### src/rtl/mac_pkg.sv
// mac_pkg
// Shared definitions for the 1.6TMII MAC frame generator and its receive
// checker: line codes, header addresses, field sizes, the generator state
// enum, and the byte-lane layout helper that maps a frame byte index onto
// its content.
// No ports (package).

package mac_pkg;

    // Line codes carried on the 8-lane control/data interface
    localparam logic [7:0] IDLE_CODE     = 8'h07;
    localparam logic [7:0] START_CODE    = 8'hFB;
    localparam logic [7:0] TERM_CODE     = 8'hFD;
    localparam logic [7:0] PREAMBLE_CODE = 8'h55;
    localparam logic [7:0] SFD_CODE      = 8'hD5;

    localparam logic [63:0] IDLE_WORD = {8{IDLE_CODE}};

    // Header addresses, transmitted least significant byte first
    localparam logic [47:0] DST_ADDR_CODE = 48'hFFFFFFFFFFFF;
    localparam logic [47:0] SRC_ADDR_CODE = 48'h123456789ABC;

    // Field sizes in bytes
    localparam int PREAMBLE_BYTES = 6;
    localparam int SFD_BYTES      = 1;
    localparam int DA_BYTES       = 6;
    localparam int SA_BYTES       = 6;
    localparam int LENGTH_BYTES   = 2;
    localparam int FCS_BYTES      = 4;
    localparam int MIN_PAYLOAD    = 46;
    localparam int MAX_PAYLOAD    = 1500;

    // Byte positions within a frame (byte 0 is the start code)
    localparam int SFD_POS        = 1 + PREAMBLE_BYTES;
    localparam int DA_POS         = SFD_POS + SFD_BYTES;
    localparam int SA_POS         = DA_POS + DA_BYTES;
    localparam int LEN_POS        = SA_POS + SA_BYTES;
    localparam int PAYLOAD_POS    = LEN_POS + LENGTH_BYTES;
    // Everything except the payload: start, preamble, SFD, DA, SA, length, FCS, terminate
    localparam int FRAME_OVERHEAD = PAYLOAD_POS + FCS_BYTES + 1;

    // Reflected IEEE 802.3 CRC-32 polynomial
    localparam logic [31:0] CRC32_POLY = 32'hEDB88320;

    typedef enum logic [1:0] {
        ST_IDLE,
        ST_FRAME,
        ST_IPG
    } state_e;

    // What a single byte lane carries. LANE_CRC bytes are covered by the FCS,
    // LANE_PLAIN bytes (preamble/SFD) are data but not covered, and LANE_FCS
    // bytes are filled in later from the running CRC.
    typedef enum logic [1:0] {
        LANE_CTRL,
        LANE_PLAIN,
        LANE_CRC,
        LANE_FCS
    } lane_kind_e;

    typedef struct packed {
        lane_kind_e  kind;
        logic [1:0]  fcs_idx;
        logic [7:0]  value;
    } lane_info_t;

    function automatic logic len_is_legal(input logic [10:0] len);
        return (len >= 11'(MIN_PAYLOAD)) && (len <= 11'(MAX_PAYLOAD));
    endfunction

    // Content of frame byte b for payload length len and payload seed.
    // Bytes past the terminate code are idle control lanes.
    function automatic lane_info_t frame_lane(input logic [11:0] b,
                                              input logic [10:0] len,
                                              input logic [7:0]  seed);
        lane_info_t info;
        logic [11:0] fcs_start;
        logic [2:0]  addr_off;

        info.kind    = LANE_CTRL;
        info.fcs_idx = 2'd0;
        info.value   = IDLE_CODE;
        addr_off     = 3'd0;
        fcs_start    = 12'(PAYLOAD_POS) + {1'b0, len};

        if (b == 12'd0) begin
            info.value = START_CODE;
        end else if (b < 12'(SFD_POS)) begin
            info.kind  = LANE_PLAIN;
            info.value = PREAMBLE_CODE;
        end else if (b == 12'(SFD_POS)) begin
            info.kind  = LANE_PLAIN;
            info.value = SFD_CODE;
        end else if (b < 12'(SA_POS)) begin
            addr_off   = 3'(b - 12'(DA_POS));
            info.kind  = LANE_CRC;
            info.value = 8'(DST_ADDR_CODE >> {addr_off, 3'b000});
        end else if (b < 12'(LEN_POS)) begin
            addr_off   = 3'(b - 12'(SA_POS));
            info.kind  = LANE_CRC;
            info.value = 8'(SRC_ADDR_CODE >> {addr_off, 3'b000});
        end else if (b == 12'(LEN_POS)) begin
            info.kind  = LANE_CRC;
            info.value = len[7:0];
        end else if (b == 12'(LEN_POS + 1)) begin
            info.kind  = LANE_CRC;
            info.value = {5'd0, len[10:8]};
        end else if (b < fcs_start) begin
            info.kind  = LANE_CRC;
            info.value = seed + 8'(b - 12'(PAYLOAD_POS));
        end else if (b < fcs_start + 12'(FCS_BYTES)) begin
            info.kind    = LANE_FCS;
            info.fcs_idx = 2'(b - fcs_start);
            info.value   = 8'h00;
        end else if (b == fcs_start + 12'(FCS_BYTES)) begin
            info.value = TERM_CODE;
        end
        return info;
    endfunction

endpackage

### src/rtl/crc32_d64.sv
// crc32_d64
// Combinational CRC-32 (IEEE 802.3, reflected) update over up to eight byte
// lanes of a 64-bit word. Lane 0 is processed first; lanes whose enable bit
// is clear are skipped. No init or final complement is applied here.
// Ports:
//   crc_in   current CRC register value
//   data     64-bit word, lane i = bits [8i+7:8i]
//   lane_en  per-lane enable, bit i covers lane i
//   crc_out  CRC after absorbing the enabled lanes

module crc32_d64
    import mac_pkg::*;
(
    input  logic [31:0] crc_in,
    input  logic [63:0] data,
    input  logic [7:0]  lane_en,
    output logic [31:0] crc_out
);

    logic [31:0] crc;

    // Byte-serial reflected CRC unrolled across the lanes; the synthesis tool
    // flattens this into a single XOR network.
    always_comb begin
        crc = crc_in;
        for (int lane = 0; lane < 8; lane++) begin
            if (lane_en[lane]) begin
                crc = crc ^ {24'd0, data[8*lane +: 8]};
                for (int bit_i = 0; bit_i < 8; bit_i++) begin
                    crc = crc[0] ? ((crc >> 1) ^ CRC32_POLY) : (crc >> 1);
                end
            end
        end
        crc_out = crc;
    end

endmodule

### src/rtl/mac_frame_generator.sv
// mac_frame_generator
// Builds complete Ethernet frames (start, preamble, SFD, DA, SA, length,
// incrementing payload, FCS, terminate) and streams them as 64-bit words with
// per-lane control bits, followed by a fixed idle gap.
// Ports:
//   clk            rising-edge clock
//   i_rst          asynchronous active-high reset
//   i_start        frame request, only looked at in IDLE
//   i_payload_len  payload byte count, legal 46..1500
//   i_seed         first payload byte, later bytes increment mod 256
//   i_tx_ready     downstream accepts the current word
//   o_tx_data      lane i = bits [8i+7:8i], lane 0 first on the wire
//   o_tx_ctrl      bit i set when lane i carries a control code
//   o_busy         high while a frame or its idle gap is in progress
//   o_done         one-cycle pulse after the terminate word is accepted
//   o_len_error    one-cycle pulse after a start with an illegal length
//   o_frame_count  completed frames, wrapping 16-bit count

module mac_frame_generator
    import mac_pkg::*;
#(
    parameter int DATA_WIDTH = 64,
    parameter int CTRL_WIDTH = 8,
    parameter int IPG_WORDS  = 2
) (
    input  logic                  clk,
    input  logic                  i_rst,
    input  logic                  i_start,
    input  logic [10:0]           i_payload_len,
    input  logic [7:0]            i_seed,
    input  logic                  i_tx_ready,
    output logic [DATA_WIDTH-1:0] o_tx_data,
    output logic [CTRL_WIDTH-1:0] o_tx_ctrl,
    output logic                  o_busy,
    output logic                  o_done,
    output logic                  o_len_error,
    output logic [15:0]           o_frame_count
);

    localparam logic [7:0] IPG_LAST = 8'((IPG_WORDS > 0) ? (IPG_WORDS - 1) : 0);

    state_e      state_q, state_d;
    logic [63:0] tx_data_q;
    logic [7:0]  tx_ctrl_q;
    logic [7:0]  word_q;
    logic [31:0] crc_q;
    logic [10:0] len_q;
    logic [7:0]  seed_q;
    logic [7:0]  ipg_q, ipg_d;
    logic        done_q, done_d;
    logic        len_err_q, len_err_d;
    logic [15:0] frame_count_q, count_d;
    logic        load_word, load_idle;

    logic [10:0] cur_len;
    logic [7:0]  cur_seed;
    logic [31:0] crc_base;
    logic [7:0]  next_idx;
    logic [11:0] base_byte;
    logic [11:0] term_pos;
    logic [7:0]  last_word;

    lane_info_t  lanes [8];
    logic [63:0] crc_data;
    logic [7:0]  crc_mask;
    logic [31:0] crc_next;
    logic [31:0] fcs;
    logic [63:0] word_d;
    logic [7:0]  ctrl_d;

    // In IDLE the first word is built straight from the request inputs so it
    // can be registered on the same edge that samples i_start.
    assign cur_len   = (state_q == ST_IDLE) ? i_payload_len : len_q;
    assign cur_seed  = (state_q == ST_IDLE) ? i_seed : seed_q;
    assign crc_base  = (state_q == ST_IDLE) ? 32'hFFFFFFFF : crc_q;
    assign next_idx  = (state_q == ST_IDLE) ? 8'd0 : word_q + 8'd1;
    assign base_byte = {1'b0, next_idx, 3'b000};

    assign term_pos  = 12'(FRAME_OVERHEAD - 1) + {1'b0, len_q};
    assign last_word = 8'(term_pos >> 3);

    // Classify the eight bytes of the word about to be loaded and gather the
    // FCS-covered ones for the CRC update.
    always_comb begin
        crc_data = '0;
        crc_mask = '0;
        for (int i = 0; i < 8; i++) begin
            lanes[i]            = frame_lane(base_byte + 12'(i), cur_len, cur_seed);
            crc_data[8*i +: 8]  = lanes[i].value;
            crc_mask[i]         = (lanes[i].kind == LANE_CRC);
        end
    end

    crc32_d64 u_crc (
        .crc_in  (crc_base),
        .data    (crc_data),
        .lane_en (crc_mask),
        .crc_out (crc_next)
    );

    // FCS lanes always read the CRC after this word's data lanes. When the FCS
    // spills into the next word, that word has no covered lanes, so crc_next
    // equals the registered CRC there.
    assign fcs = ~crc_next;

    // Assemble the outgoing word and control mask from the lane classes.
    always_comb begin
        word_d = '0;
        ctrl_d = '0;
        for (int i = 0; i < 8; i++) begin
            if (lanes[i].kind == LANE_FCS) begin
                word_d[8*i +: 8] = 8'(fcs >> {lanes[i].fcs_idx, 3'b000});
            end else begin
                word_d[8*i +: 8] = lanes[i].value;
            end
            ctrl_d[i] = (lanes[i].kind == LANE_CTRL);
        end
    end

    // State register.
    always_ff @(posedge clk or posedge i_rst) begin
        if (i_rst) begin
            state_q <= ST_IDLE;
        end else begin
            state_q <= state_d;
        end
    end

    // Next-state and control decisions. Nothing advances in FRAME or IPG
    // unless the downstream accepts the current word.
    always_comb begin
        state_d   = state_q;
        load_word = 1'b0;
        load_idle = 1'b0;
        done_d    = 1'b0;
        len_err_d = 1'b0;
        ipg_d     = ipg_q;
        count_d   = frame_count_q;
        unique case (state_q)
            ST_IDLE: begin
                if (i_start) begin
                    if (len_is_legal(i_payload_len)) begin
                        state_d   = ST_FRAME;
                        load_word = 1'b1;
                    end else begin
                        len_err_d = 1'b1;
                    end
                end
            end
            ST_FRAME: begin
                if (i_tx_ready) begin
                    if (word_q == last_word) begin
                        state_d   = (IPG_WORDS == 0) ? ST_IDLE : ST_IPG;
                        load_idle = 1'b1;
                        done_d    = 1'b1;
                        count_d   = frame_count_q + 16'd1;
                        ipg_d     = '0;
                    end else begin
                        load_word = 1'b1;
                    end
                end
            end
            ST_IPG: begin
                if (i_tx_ready) begin
                    if (ipg_q == IPG_LAST) begin
                        state_d = ST_IDLE;
                        ipg_d   = '0;
                    end else begin
                        ipg_d = ipg_q + 8'd1;
                    end
                end
            end
            default: begin
                state_d = ST_IDLE;
            end
        endcase
    end

    // Datapath registers: output word, word index, running CRC, latched request.
    always_ff @(posedge clk or posedge i_rst) begin
        if (i_rst) begin
            tx_data_q     <= IDLE_WORD;
            tx_ctrl_q     <= 8'hFF;
            word_q        <= '0;
            crc_q         <= 32'hFFFFFFFF;
            len_q         <= '0;
            seed_q        <= '0;
            ipg_q         <= '0;
            done_q        <= 1'b0;
            len_err_q     <= 1'b0;
            frame_count_q <= '0;
        end else begin
            if (state_q == ST_IDLE && load_word) begin
                len_q  <= i_payload_len;
                seed_q <= i_seed;
            end
            if (load_word) begin
                tx_data_q <= word_d;
                tx_ctrl_q <= ctrl_d;
                word_q    <= next_idx;
                crc_q     <= crc_next;
            end else if (load_idle) begin
                tx_data_q <= IDLE_WORD;
                tx_ctrl_q <= 8'hFF;
            end
            ipg_q         <= ipg_d;
            done_q        <= done_d;
            len_err_q     <= len_err_d;
            frame_count_q <= count_d;
        end
    end

    assign o_tx_data     = tx_data_q;
    assign o_tx_ctrl     = tx_ctrl_q;
    assign o_busy        = (state_q != ST_IDLE);
    assign o_done        = done_q;
    assign o_len_error   = len_err_q;
    assign o_frame_count = frame_count_q;

endmodule

### config.mk
export PLATFORM = sky130hd
export DESIGN_NAME = mac_frame_generator
export DESIGN_NICKNAME = d
export VERILOG_FILES = /design/src/rtl/mac_pkg.sv /design/src/rtl/crc32_d64.sv /design/src/rtl/mac_frame_generator.sv
export SDC_FILE = /design/constraint.sdc
export NUM_CORES = 1
export LEC_CHECK = 0
export CAP_MARGIN = 20
export CORE_MARGIN = 8
export CORE_UTILIZATION = 36
export CTS_CLUSTER_SIZE = 10
export DETAILED_ROUTE_END_ITERATION = 8
export PLACE_DENSITY_LB_ADDON = 0.2
export SLEW_MARGIN = 10
export SYNTH_ARGS = -nofsm -noshare
export SYNTH_HDL_FRONTEND = slang
export SYNTH_SLANG_ARGS = --single-unit
### constraint.sdc
create_clock -name clk -period 17.5 [get_ports clk]
set_clock_uncertainty 0.2 [all_clocks]
set_input_delay 3.5 -clock clk [delete_from_list [all_inputs] [get_ports clk]]
set_output_delay 3.5 -clock clk [all_outputs]
set_load 0.05 [all_outputs]
# Word-level counts from Yosys, hierarchy flattened
# Cells that the tools add are included.
[op_classes]
add_sub_neg = 53
order_cmp = 42
n_eq_ne = 55
shifts = 24
n_mux = 310
bitwise_logic = 73
n_reduce_logical = 25
[op_table]
columns = ["op", "count"]
rows = [
  ["32-bit two-way mux", 73],
  ["13-bit NOT with 14-bit output", 64],
  ["8-bit two-way mux", 93],
  ["48-bit by 6-bit right shift with 8-bit output (first input constant)", 8],
  ["45-bit by 6-bit right shift with 8-bit output (first input constant)", 8],
  ["32-bit by 5-bit right shift with 8-bit output", 8],
  ["32-bit by 8-bit XOR with 32-bit output", 8],
  ["2-bit two-way mux", 112],
  ["12-bit by 5-bit equality test with 1-bit output (second input constant)", 14],
  ["12-bit less-than comparator", 14],
  ["64-bit two-way mux", 2],
  ["12-bit logical NOT", 8],
  ["12-bit equality test", 7],
  ["12-bit by 3-bit equality test with 1-bit output (second input constant)", 7],
  ["12-bit by 3-bit less-than comparator with 1-bit output (second input constant)", 7],
  ["12-bit by 4-bit less-than comparator with 1-bit output (second input constant)", 7],
  ["12-bit by 5-bit less-than comparator with 1-bit output (second input constant)", 7],
  ["8-bit adder", 8],
  ["4-bit two-way mux", 16],
  ["8-bit by 5-bit subtractor with 8-bit output (second input constant)", 8],
  ["11-bit by 3-bit adder with 12-bit output (second input constant)", 4],
  ["2-bit equality test (second input constant)", 17],
  ["32-bit NOT", 1],
  ["11-bit by 2-bit adder with 12-bit output (second input constant)", 2],
  ["35 further kinds", 79],
]
[totals]
ff_bits = 159
inputBits = 23
wordCells = 593

# Logic depth before layout (Yosys ltp)
[logic_depth]
word_depth = 160
depth_mapped = 58
ltp_nobuf = 49

# Modules after synthesis
# A second synthesis with hierarchy kept.
[hier_totals]
hier_cells = 3102
area_unflattened_um2 = 25633.3
[modules_own_cells]
columns = ["mod", "n_inst", "cells_each", "area_per_inst_um2", "seq_area_each_um2"]
rows = [
  ["crc32_d64", 1, 1556, 12823.5, 0.0],
  ["mac_frame_generator", 1, 1546, 12809.8, 4058.9],
]

# Worst setup path before layout
# OpenSTA, ideal clock, no wires.
[synth_path]
path_type = "input to register"
startpoint = "input i_payload_len[1]"
endpoint = "register tx_data_q[9] (netlist: o_tx_data[9])"
arrival_ns = 16.557
t_required_ns = 17.227
slack_ns = 0.670
stages = 52
n_path_buf = 5
cell_sequence = "mux2i_1 -> inv_2 -> clkbuf_1 -> clkbuf_1 -> ha_1 -> clkbuf_1 -> inv_1 -> ha_1 -> nand2b_1 -> nor4_1 -> nor2_1 -> xnor2_1 -> ha_1 -> a21o_1 -> a21oi_1 -> o21ai_0 -> a211oi_1 -> nor3_4 -> (+16 left out) -> buf_6 -> xnor2_2 -> mux2_2 -> a211oi_4 -> xnor2_2 -> xnor3_1 -> a21oi_4 -> xor2_1 -> xnor2_4 -> xnor3_1 -> o21ai_4 -> xor2_4 -> xnor3_1 -> xnor2_1 -> a211o_1 -> nor3b_1 -> a211o_1 -> a21oi_1"
[synth_via]
elab_chain_cells = 121
word_cells_on_any_way = 345
cone_classes = "3 x add/sub; 18 x order compare; 17 x eq/ne; 1 x shift; 231 x mux; 73 x bitwise; 2 x reduce/logical"
[synth_rtl]
columns = ["item", "line", "text"]
rows = [
  ["start, declared", "mac_frame_generator.sv:29", "input logic [10:0] i_payload_len,"],
  ["parallel branches: the longest is 121 deep, another holds 5-bit by 11-bit adder with 12-bit output", "--", ""],
  ["end signal, assigned", "mac_frame_generator.sv:198", "tx_data_q <= word_d;"],
  ["end, declared", "mac_frame_generator.sv:43", "logic [63:0] tx_data_q;"],
]
# Parallel ways; which one is timed is not known.
# A chain may end at the register's enable or synchronous reset.

# Final worst setup path
[layout_path]
startpoint = "input i_payload_len[7]"
endpoint = "register tx_data_q[17] (netlist: o_tx_data[17])"
# Same word-level chain as after synthesis.

==> flow_summary.json <==
{
  "clock_path_buffers": 2,
  "grtUsageMet1_pct": 40.6,
  "tightestPinTransition_ns": 1.19,
  "grt.overflow.total": 0,
  "cts.clk_slew.worst_paths_ns": 0.08,
  "hold_path.class": "reg -> reg",
  "fin_ws_ns": 0.422,
  "slowest_delay_ns": 0.64,
  "tns_ns": 0,
  "fill_cells": 7028,
  "fp.dieArea_um2": 78200,
  "via_per_inst": 5.99,
  "first_pass_iters": 6,
  "final_cells": 4244,
  "top_usage_layer": "met2",
  "ys_types": 134,
  "slew-limit-headroom_pct": 19.8,
  "worstSetupStartpointType": "input pin",
  "setup_viol": 0,
  "antenna_found_initial": 2,
  "initial_utilization_pct": 36.4,
  "drive_gt1_share_pct": 18.1,
  "fmax_mhz": 58.6,
  "drt_iter0_drc": 3011,
  "use_met2_pct": 44.7,
  "ant_nets": 0,
  "cts_buffers": 17,
  "required_ns": 17.66,
  "reg2reg_depth": 50,
  "startpoint": "i_payload_len[7]",
  "post-synth-top-count-cell": "nand2_1",
  "io_buffers": 113,
  "htreeDepth": 4,
  "path_class": "in -> reg",
  "synth_area_leader_cell": "xnor2_1",
  "grt_max_degree": 82,
  "crit-reg2reg-launch": "state_q[1]",
  "syn-cell-area_um2": 25000,
  "outcome": "finished, final reports clean",
  "ios": 114,
  "endpoint_kind": "flop",
  "synth_edf_count": 0,
  "finalMaxSlewViolations": 0,
  "synth_area_leaders": "xnor2_1 (11%), dfrtp_1 (9.5%), dfstp_2 (6.7%)",
  "avgRoutedWirePerCell_um": 27.5,
  "wl_um": 117000,
  "max_cap_violations": 0,
  "syn_to_final_growth_pct": 17.6,
  "die_x_um": 280,
  "grt_use_total_pct": 28.9,
  "async_reset_ff_share_pct": 100,
  "syn_avg_cell_area_um2": 8.14,
  "synth_ff_type": "dfrtp_1",
  "critical_path.max_fanout": 6,
  "num-nets-final": 3375,
  "cts-root-buf": "clkbuf_16",
  "vias": 25400,
  "yosysTopAreaCellShare_pct": 10.9,
  "cts.sinks": 159,
  "crit_top_cell": "xnor3_1",
  "yosysSeqAreaShare_pct": 16.2,
  "grt_pass1_wl_um": 170000,
  "worstSkewPairLatency_ns": 0.46,
  "rows": 96,
  "synth-seq-cells": 159,
  "yosysWarningCount": 0,
  "syn_nets": 3151,
  "ys_top_cells_by_count": "nand2_1 (328), nor2_1 (319), xnor2_1 (311), a21oi_1 (223), o21ai_0 (167)",
  "dp.cells": 4206,
  "dp_slack_ns": -0.102,
  "grt_pass1_vias": 24000,
  "critPathArrivalTime_ns": 17.24,
  "hpwl_um": 94400,
  "synth_cells": 3076,
  "reg2reg_slack_ns": 2.90,
  "drc": 0,
  "antenna_cells": 0,
  "finalCriticalPeriod_ns": 17.08,
  "cts_tree": "done",
  "crit_end": "o_tx_data[17]",
  "cp_slowest_cell": "or4_1",
  "gp_congestion": 1.01,
  "whs_ns": 0.279,
  "reg2reg_to": "o_tx_data[17]",
  "fin_crit_sh_pct": 97.6,
  "hold_violations": 0,
  "grt_use_met3_pct": 4.28,
  "core_area_um2": 68700,
  "die_h_um": 280
}
[final cells by class]
cell class,instances,area (µm²),share of cell area [%]
Inverter,55,211,0.718
Multi-Input combinational cell,2687,20200,68.7
Tap cell,931,1160,3.96
Clock inverter,14,161,0.548
Timing Repair Buffer,380,3180,10.8
Sequential cell,159,4060,13.8
Clock buffer,18,429,1.46
[kinds of logic after synthesis]
| kind of cell | after synthesis | synth area share (%) |
|---|---|---|
| simple gates | 1068 | 20.6 |
| compound gates | 832 | 22.5 |
| xor+xnor | 569 | 26.6 |
| buf+inv | 230 | 3.82 |
| mux | 166 | 7.39 |
| flops | 159 | 16.2 |
| fa+ha+maj | 52 | 2.78 |
[worst max-delay path: cells and delay by family]
family	cells	cell delay, ns
compound gates	18	5.38
xor+xnor	12	3.68
simple gates	10	3.15
buf+inv	2	0.77
mux	1	0.45
fa+ha+maj	1	0.31
[per-layer routing]
metal  routed length [µm]  vias to the layer above
met3                 9090                      157
met2                51200                     1190
li1                     -                    11500
met4                 4570                        2
met1                51800                    12600
met5                   13                        -
[placed cells by master (no fill, tap or decap), drive strengths merged, types with 34 or more instances in the layout]
cell and n:
ha 46, buf 267, nor2 324, clkdlybuf4s50 113, nand2 332, xnor2 335
a31oi 35, dfstp 64, mux2 49, a21oi 230, and2 34, mux2i 113
o21ai 219, a211oi 48, dfrtp 95, nand3 88, inv 65, xor2 142
o211ai 46, nor3 70, xnor3 76
[registers in the layout (all words and copies together) (netlist names)]
| name | count |
|---|---|
| state_q | 2 |
| o_tx_ctrl | 8 |
| crc_q | 32 |
| o_done | 1 |
| o_len_error | 1 |
| len_q | 11 |
| o_tx_data | 64 |
| o_frame_count | 16 |
| seed_q | 8 |
| word_q | 8 |
| ipg_q | 8 |
[what timing repair did]
item,CTS,global route
setup buffers,0,5
setup endpoints to repair,0,71
hold buffers,0,0
resized for setup,0,11
[stage by stage]
| step | cell area (µm²) | util, % |
|---|---|---|
| after floorplan | 25000 | - |
| after global placement | 28700 | 41.7 |
| after detailed placement | 28700 | 41.8 |
| after CTS | 29300 | 42.6 |
| after global routing | 29400 | 42.8 |
| final | 29400 | 42.8 |
[worst min-delay path by stage]
stage	startpoint	end	cells past startpoint
floorplan	crc_q[10]	crc_q[10]	2
global placement	o_frame_count[15]	o_frame_count[15]	1
detailed placement	o_tx_data[30]	o_tx_data[30]	2
CTS	crc_q[11]	crc_q[11]	2
global route	o_tx_data[30]	o_tx_data[30]	2
finish	crc_q[11]	crc_q[11]	2
Power is left out: the tool's default activity adds up to more than one toggle a clock period on the data nets, which glitch-free logic cannot reach.
